File: config.mk
export PLATFORM = sky130hd
export DESIGN_NAME = cbus_mst_if
export DESIGN_NICKNAME = d
export VERILOG_FILES = /design/src/rtl/cbus_pkg.sv /design/src/rtl/cbus_req_fifo.sv /design/src/rtl/cbus_mst_if.sv
export SDC_FILE = /design/constraint.sdc
export NUM_CORES = 1
export LEC_CHECK = 0
export BUFFER_PORTS_ARGS = -buffer_cell sky130_fd_sc_hd__buf_4
export CAP_MARGIN = 10
export CELL_PAD_IN_SITES_DETAIL_PLACEMENT = 0
export CELL_PAD_IN_SITES_GLOBAL_PLACEMENT = 1
export CORE_UTILIZATION = 46
export DETAILED_ROUTE_END_ITERATION = 16
export MAX_ROUTING_LAYER = met4
export PLACE_DENSITY = 0.81
export REMOVE_ABC_BUFFERS = 1
export SYNTH_ARGS = -nofsm -noshare
export SYNTH_HDL_FRONTEND = slang
export SYNTH_SLANG_ARGS = --single-unit
File: constraint.sdc
create_clock -name clk -period 5.2 [get_ports clk]
set_input_delay 1.04 -clock clk [delete_from_list [all_inputs] [get_ports clk]]
set_output_delay 1.04 -clock clk [all_outputs]
set_load 0.03 [all_outputs]
File: src/rtl/cbus_pkg.sv
// Shared cbus definitions: FSM state encodings, command polarity and default bus widths.
// Used by both the initiator (cbus_mst_if) and the target (cbus_select_if) ends of the bus.
package cbus_pkg;

  localparam int CBUS_DW = 32;
  localparam int CBUS_AW = 16;

  localparam logic CBUS_CMD_WRITE = 1'b1;

  localparam logic [1:0] ST_IDLE = 2'd0;
  localparam logic [1:0] ST_REQ  = 2'd1;
  localparam logic [1:0] ST_GAP  = 2'd2;

  // A slave signals completion with either handshake line, depending on the command.
  function automatic logic cbus_ack(input logic waccept, input logic rresp);
    return waccept | rresp;
  endfunction

endpackage

File: src/rtl/cbus_req_fifo.sv
// Two-entry synchronous request FIFO with a registered occupancy count.
// The head entry is presented combinationally on rdata whenever the FIFO is non-empty.
module cbus_req_fifo #(
  parameter int W = 49
) (
  input  logic         clk,
  input  logic         sreset_n,
  input  logic         push,
  input  logic         pop,
  input  logic [W-1:0] wdata,
  output logic [W-1:0] rdata,
  output logic         full,
  output logic         empty
);

  logic [W-1:0] mem [2];
  logic         wr_ptr;
  logic         rd_ptr;
  logic [1:0]   count;

  // NOTE: storage has no reset; pointers and count alone decide which entries are valid.
  always_ff @(posedge clk) begin
    if (push) mem[wr_ptr] <= wdata;
  end

  // NOTE: sequential state uses non-blocking assignments so every register samples pre-edge values.
  always_ff @(posedge clk) begin
    if (!sreset_n) begin
      wr_ptr <= 1'b0;
      rd_ptr <= 1'b0;
      count  <= 2'd0;
    end else begin
      if (push) wr_ptr <= ~wr_ptr;
      if (pop)  rd_ptr <= ~rd_ptr;
      case ({push, pop})
        2'b10:   count <= count + 2'd1;
        2'b01:   count <= count - 2'd1;
        default: count <= count;
      endcase
    end
  end

  assign rdata = mem[rd_ptr];
  assign full  = (count == 2'd2);
  assign empty = (count == 2'd0);

endmodule

File: src/rtl/cbus_mst_if.sv
// cbus initiator: queues local register requests, issues them one at a time on cbus,
// returns read data or a timeout error, and enforces the slave's minimum idle gap.
module cbus_mst_if
  import cbus_pkg::*;
#(
  parameter int DW       = CBUS_DW,
  parameter int AW       = CBUS_AW,
  parameter int TIM_WID  = 10,
  parameter int TIMEOUT  = 300,
  parameter int MIN_IDLE = 3
) (
  input  logic          clk,
  input  logic          sreset_n,
  input  logic          req_valid,
  output logic          req_ready,
  input  logic          req_write,
  input  logic [AW-1:0] req_addr,
  input  logic [DW-1:0] req_wdata,
  output logic          rsp_valid,
  output logic          rsp_err,
  output logic [DW-1:0] rsp_rdata,
  output logic          busy,
  output logic          cbus_mst_cfg_req,
  output logic          cbus_mst_cmd,
  output logic [AW-1:0] cbus_mst_address,
  output logic [DW-1:0] cbus_mst_wdata,
  input  logic          cbus_mst_waccept,
  input  logic          cbus_mst_rresp,
  input  logic [DW-1:0] cbus_mst_rdatap
);

  localparam int FW    = 1 + AW + DW;
  localparam int GAP_W = (MIN_IDLE > 1) ? $clog2(MIN_IDLE) : 1;

  logic [1:0]         state;
  logic [TIM_WID-1:0] timer;
  logic [GAP_W-1:0]   gap_cnt;

  logic               fifo_push;
  logic               fifo_pop;
  logic               fifo_full;
  logic               fifo_empty;
  logic [FW-1:0]      fifo_head;
  logic               ack;
  logic               timed_out;

  assign req_ready = ~fifo_full;
  assign fifo_push = req_valid & ~fifo_full;
  assign busy      = ~fifo_empty | (state != ST_IDLE);

  cbus_req_fifo #(
    .W (FW)
  ) u_req_fifo (
    .clk      (clk),
    .sreset_n (sreset_n),
    .push     (fifo_push),
    .pop      (fifo_pop),
    .wdata    ({req_write, req_addr, req_wdata}),
    .rdata    (fifo_head),
    .full     (fifo_full),
    .empty    (fifo_empty)
  );

  // NOTE: every always_comb output gets a default first so no path can infer a latch.
  always_comb begin
    fifo_pop  = 1'b0;
    ack       = 1'b0;
    timed_out = 1'b0;
    if (state == ST_IDLE) begin
      fifo_pop = ~fifo_empty;
    end
    if (state == ST_REQ) begin
      ack       = cbus_ack(cbus_mst_waccept, cbus_mst_rresp);
      timed_out = (timer == TIM_WID'(TIMEOUT - 1));
    end
  end

  always_ff @(posedge clk) begin
    if (!sreset_n) begin
      state            <= ST_IDLE;
      timer            <= '0;
      gap_cnt          <= '0;
      cbus_mst_cfg_req <= 1'b0;
      cbus_mst_cmd     <= 1'b0;
      cbus_mst_address <= '0;
      cbus_mst_wdata   <= '0;
      rsp_valid        <= 1'b0;
      rsp_err          <= 1'b0;
      rsp_rdata        <= '0;
    end else begin
      rsp_valid <= 1'b0;
      case (state)
        ST_IDLE: begin
          if (fifo_pop) begin
            {cbus_mst_cmd, cbus_mst_address, cbus_mst_wdata} <= fifo_head;
            cbus_mst_cfg_req <= 1'b1;
            timer            <= '0;
            state            <= ST_REQ;
          end
        end
        ST_REQ: begin
          // Ack is checked first so a response on the final timeout cycle still completes cleanly.
          if (ack) begin
            cbus_mst_cfg_req <= 1'b0;
            rsp_valid        <= 1'b1;
            rsp_err          <= 1'b0;
            rsp_rdata        <= (cbus_mst_cmd == CBUS_CMD_WRITE) ? '0 : cbus_mst_rdatap;
            gap_cnt          <= '0;
            state            <= ST_GAP;
          end else if (timed_out) begin
            cbus_mst_cfg_req <= 1'b0;
            rsp_valid        <= 1'b1;
            rsp_err          <= 1'b1;
            rsp_rdata        <= '0;
            gap_cnt          <= '0;
            state            <= ST_GAP;
          end else begin
            timer <= timer + TIM_WID'(1);
          end
        end
        ST_GAP: begin
          // GAP plus the following IDLE cycle keep cfg_req low for MIN_IDLE+1 cycles.
          if (gap_cnt == GAP_W'(MIN_IDLE - 1)) begin
            state <= ST_IDLE;
          end else begin
            gap_cnt <= gap_cnt + GAP_W'(1);
          end
        end
        default: state <= ST_IDLE;
      endcase
    end
  end

endmodule

Word level (Yosys, flattened, before mapping)
Memories as Yosys holds them, arrays and structs flattened. A register that Yosys moved wholly into a read port is not among the register bits.
Cells that the tools add are included.
Word-level totals
  output and inout bits: 86
  logic and storage cells: 80
  input bits: 86
  bits in registers: 53
  RAM bits: 98
  memories kept: 1
Memory list
  u_req_fifo.mem: words 2, bits a word 49, read ports 1, clocked after Yosys merged registers in 1, wr ports 1, line cbus_req_fifo.sv:16  | logic [W-1:0] mem [2];
Operators by class
  reduce and logical (&&, ||, !) cells: 15
  $add $sub $neg: 4
  multiplexer cells: 30
  eq/ne operators: 13
  bitwise logic cells: 7
Operators with widths (number)
  $mux W32: 3
  $mux W10: 3
  $pmux W10 S2: 1
  $mux W2: 7
  $mux W1: 12
  $add A10 B1 Y10 const B: 1
  $eq A10 B9 Y1 const B: 1
  $reduce_bool A2 Y1: 5
  $reduce_and A3 Y1: 3
  $eq A2 B2 Y1 const B: 4
  $ne A2 B2 Y1 const B: 4
  $pmux W2 S2: 2
  $pmux W2 S3: 1
  $reduce_and A2 Y1: 3
  $add A2 B1 Y2 const B: 2
  $eq A2 B1 Y1 const B: 2
  $logic_not A2 Y1: 2
  $not A1 Y1: 4
  $reduce_and A4 Y1: 1
  $ne A3 B3 Y1 const B: 1
  $ne A2 B1 Y1 const B: 1
  $or A1 B1 Y1: 2
  $pmux W1 S2: 1
  $sub A2 B1 Y2 const B: 1
  other kinds (2): 2

Logic depth before layout (Yosys ltp)
  depth in word-level cells: 5
  depth in mapped cells: 8
  mapped depth without buffers: 6

By module
Synthesis repeated with hierarchy kept, for this count alone.
Second synthesis, totals
  cell total of the unflattened synthesis: 592
  area total of the unflattened synthesis: 7454.6 µm²
Modules (own cells, without submodules)
  cbus_req_fifo: instances 1, seq. area each 3042.9 µm², cells an instance 174, area an instance 3741.1 µm²
  cbus_mst_if: instances 1, seq. area each 1961.9 µm², cells an instance 418, area an instance 3713.6 µm²

Worst setup path before layout
OpenSTA, ideal clock, no wires.
  path type: input to register
  from: input port req_valid
  to: memory u_req_fifo.mem[0][0], enable pin
  required time: 4744 ps
  arrival time: 3202 ps
  library setup time: 456 ps
  path slack: 1542 ps
  path buffers: 0
  stages: 2
  cell sequence: nand2_1 > nor2_1
On the way
  cells in the longest elaborated chain, start to end: 3
Ends and longest elaborated chain
  start, declared: line cbus_mst_if.sv:14  | input logic req_valid,
  $and A1 B1 Y1: line cbus_mst_if.sv:48  | assign fifo_push = req_valid & ~fifo_full;
  $mux W1: line cbus_req_fifo.sv:23  | if (push) mem[wr_ptr] <= wdata;
  $mux W1 (not written as such): line cbus_req_fifo.sv:23
  end, declared: line cbus_req_fifo.sv:16
Every way passes these cells.

Final worst setup path
  from: input port cbus_mst_rresp
  to: register timer[8]
On the way
  cells in the longest elaborated chain, start to end: 4
Ends and longest elaborated chain
  start, declared: line cbus_mst_if.sv:28  | input logic cbus_mst_rresp,
  $or A1 B1 Y1: line cbus_pkg.sv:16  | return waccept | rresp;
  $mux W1: line cbus_mst_if.sv:72  | if (state == ST_REQ) begin
  $ne A2 B2 Y1 (no line)
  $reduce_and A4 Y1 (no line)
  end signal, assigned: line cbus_mst_if.sv:118  | timer <= timer + TIM_WID'(1);
  end, declared: line cbus_mst_if.sv:36  | logic [TIM_WID-1:0] timer;
Every way passes these cells.
A chain may end at the register's enable or synchronous reset.

==> metrics.cfg <==
[global_routing]
track_usage = 0.192
grt_pass1_vias = 4520
antenna_found_initial = 0
overflow = 0
grt_max_degree = 71
grt_pass1_wl_um = 22700

[placed_design]
dp.cells = 833
dpl_worst_slack_ns = 2.46
place_hpwl_um = 9330
port_buffers = 171
placed_area_um2 = 8470
place_congestion = 0.807

[cts]
post_cts_buffers = 0
cts.sinks = 200
cts_buffer_depth = 2
path_clk_slew_ns = 0.07
htreeDepth = 4
clk_latency_ns = 0.42
ctsHoldBuffers = 0
cts_tree = built
ctsResizeCount = 0
cts_buffers = 17
cts_root_buf = clkbuf_16

[yosys]
yosysWarnings = 0
synthArstFlopShare = 0
syn-mean-instance-area_um2 = 14.0
synth_edf_count = 98
synth_cells = 504
synth_seq_cells = 200
syn_area_um2 = 7040
yosysSeqAreaShare = 0.708
synth_top_flop_cell = dfxtp_1
synth_cell_types = 40

[critical_path]
worstSetupEndpointType = register
required_ns = 5.56
cp-start-kind = input pin
cp.arrival_ns = 2.70
crit_chain = buf_4 > o21ai_0 > nand3b_1 > or4b_2 > nand2_1
crit_slowest_cell = or4b_2
critPathMaxFanout = 13
cp_slowest_stage_delay_ns = 0.77
path_class = input pin to register

[power]
power_leakage_nw = 3.48
power_frac_clock = 0.236
power.total_mw = 5.26
peakVddDrop_uv = 261
intPower_mw = 3.37
p_comb_frac = 0.331
swShare = 0.360
seqPwrFrac = 0.433
p_per_area_nw_per_um2 = 583
p_switching_mw = 1.89

[finish]
drive_gt1_frac = 0.322
final_common_cell = buf_4
nFillCells = 1168
final_cell_mix = buf_4 (175), dfxtp_1 (101), edfxtp_1 (98), nor2_1 (60)
antennaDiodeCount = 0
fin_cells = 865
finalInstanceArea_um2 = 9030
area_delta_synth_final_pct = 28.3
fin_nets = 757

[timing]
clock.fmax_mhz = 428
hold_violations = 0
holdWs_ns = 0.485
slew_headroom = 0.216
clock_skew_ns = 0.00680
fin_crit_sh = 0.450
slew_violations = 0
setup_slack_ns = 2.86
setup_viol_count_final = 0
fin_crit_ns = 2.34
tightest_slew_ns = 1.18
rsz0062_at_grt = false

[die]
start_util = 0.477
die_h_um = 126
io_pins = 172
die_w_um = 126
rows = 44
dieArea_um2 = 15800
fp.coreArea_um2 = 14800

[route]
via_per_inst = 5.23
postRouteWirelength_um = 14300
vias = 4526
first_pass_iters = 4
ant_nets = 0
drc_errors = 0
routedWlPerCell_um = 16.5
initialDrtViolationCount = 201

[outcome]
status = finished clean

[hold_path]
min-delay-path-class = register to register

[job]
max-cap-violations = 0

[flip-flops by register name (all words and copies together) (netlist names), 2 cells and up]
| signal | cells |
|---|---|
| u_req_fifo.count | 2 |
| gap_cnt | 2 |
| cbus_mst_wdata | 32 |
| rsp_rdata | 32 |
| cbus_mst_address | 16 |
| timer | 10 |
| u_req_fifo.mem | 98 |
| state | 2 |
[critical path, delay by kind of cell]
family / cells / cell delay, ns
AO/OA/AOI/OAI: 1 / 0.30
buffers and inverters: 1 / 0.11
AND/OR/NAND/NOR: 3 / 1.25
[layout make-up]
cell class                      count  area (um2)  share of cell area
Multi-Input combinational cell    271        1930               0.213
Clock buffer                       19         443              0.0490
Tap cell                          184         230              0.0255
Inverter                            3        11.3             0.00125
Timing Repair Buffer              175        1310               0.145
Sequential cell                   200        4990               0.552
Clock inverter                     13         119              0.0132
[synth_stat cells, drive strengths merged (3+ instances only)]
master	n	area, um2
a211oi	50	375
a21oi	7	35.0
a22o	32	280
buf	6	45.0
clkbuf	24	90.1
dfxtp	102	2040
edfxtp	98	2940
ha	3	37.5
inv	3	11.3
mux2i	50	500
nand2	11	41.3
nand2b	5	31.3
nand3	3	15.0
nand4	3	18.8
nor2	62	240
nor3	5	25.0
o21ai	6	30.0
or3	4	25.0
or4	3	22.5
xor2	4	35.0
[stage by stage]
step,util,TNS (ns)
detailed placement,0.574,0
global placement,0.574,0
CTS,0.612,0
finish,0.612,0
global route,0.612,0
floorplan,-,-57.36
[power groups by stage]
stage	clock (mW)	combinational (mW)	sequential (mW)
2_1_floorplan	0	0.810	2.76
3_3_place_gp	0	1.72	2.30
3_5_place_dp	0	1.76	2.31
4_1_cts	1.26	1.76	2.29
5_1_grt	1.33	1.88	2.33
6_report	1.24	1.74	2.28
[path summary, 6_finish.rpt]
kind | from | end | slack, ns | cells past startpoint
hold reg to reg | rsp_rdata[3]$_SDFFE_PN0P_ | rsp_rdata[3]$_SDFFE_PN0P_ | 0.48 | 1
setup / recovery | cbus_mst_rresp | timer[8]$_SDFFE_PN0P_ | 2.86 | 5
setup reg to reg | timer[2]$_SDFFE_PN0P_ | rsp_rdata[31]$_SDFFE_PN0P_ | 3.04 | 4
hold / removal | rsp_rdata[3]$_SDFFE_PN0P_ | rsp_rdata[3]$_SDFFE_PN0P_ | 0.48 | 1
[per-layer routing]
metal	global-route usage	share of wire
met3	0.0353	0.038
met4	0.0725	0.019
met2	0.329	0.53
met5	-	0
met1	0.225	0.41
[cell families after synthesis]
family	synth area share
AO/OA/AOI/OAI	0.110
multiplexers	0.0711
adder cells (fa/ha/maj)	0.00533
buffers and inverters	0.0208
flip-flops	0.708
XOR/XNOR	0.00746
AND/OR/NAND/NOR	0.0771
Power figures use the tool's default switching activity.
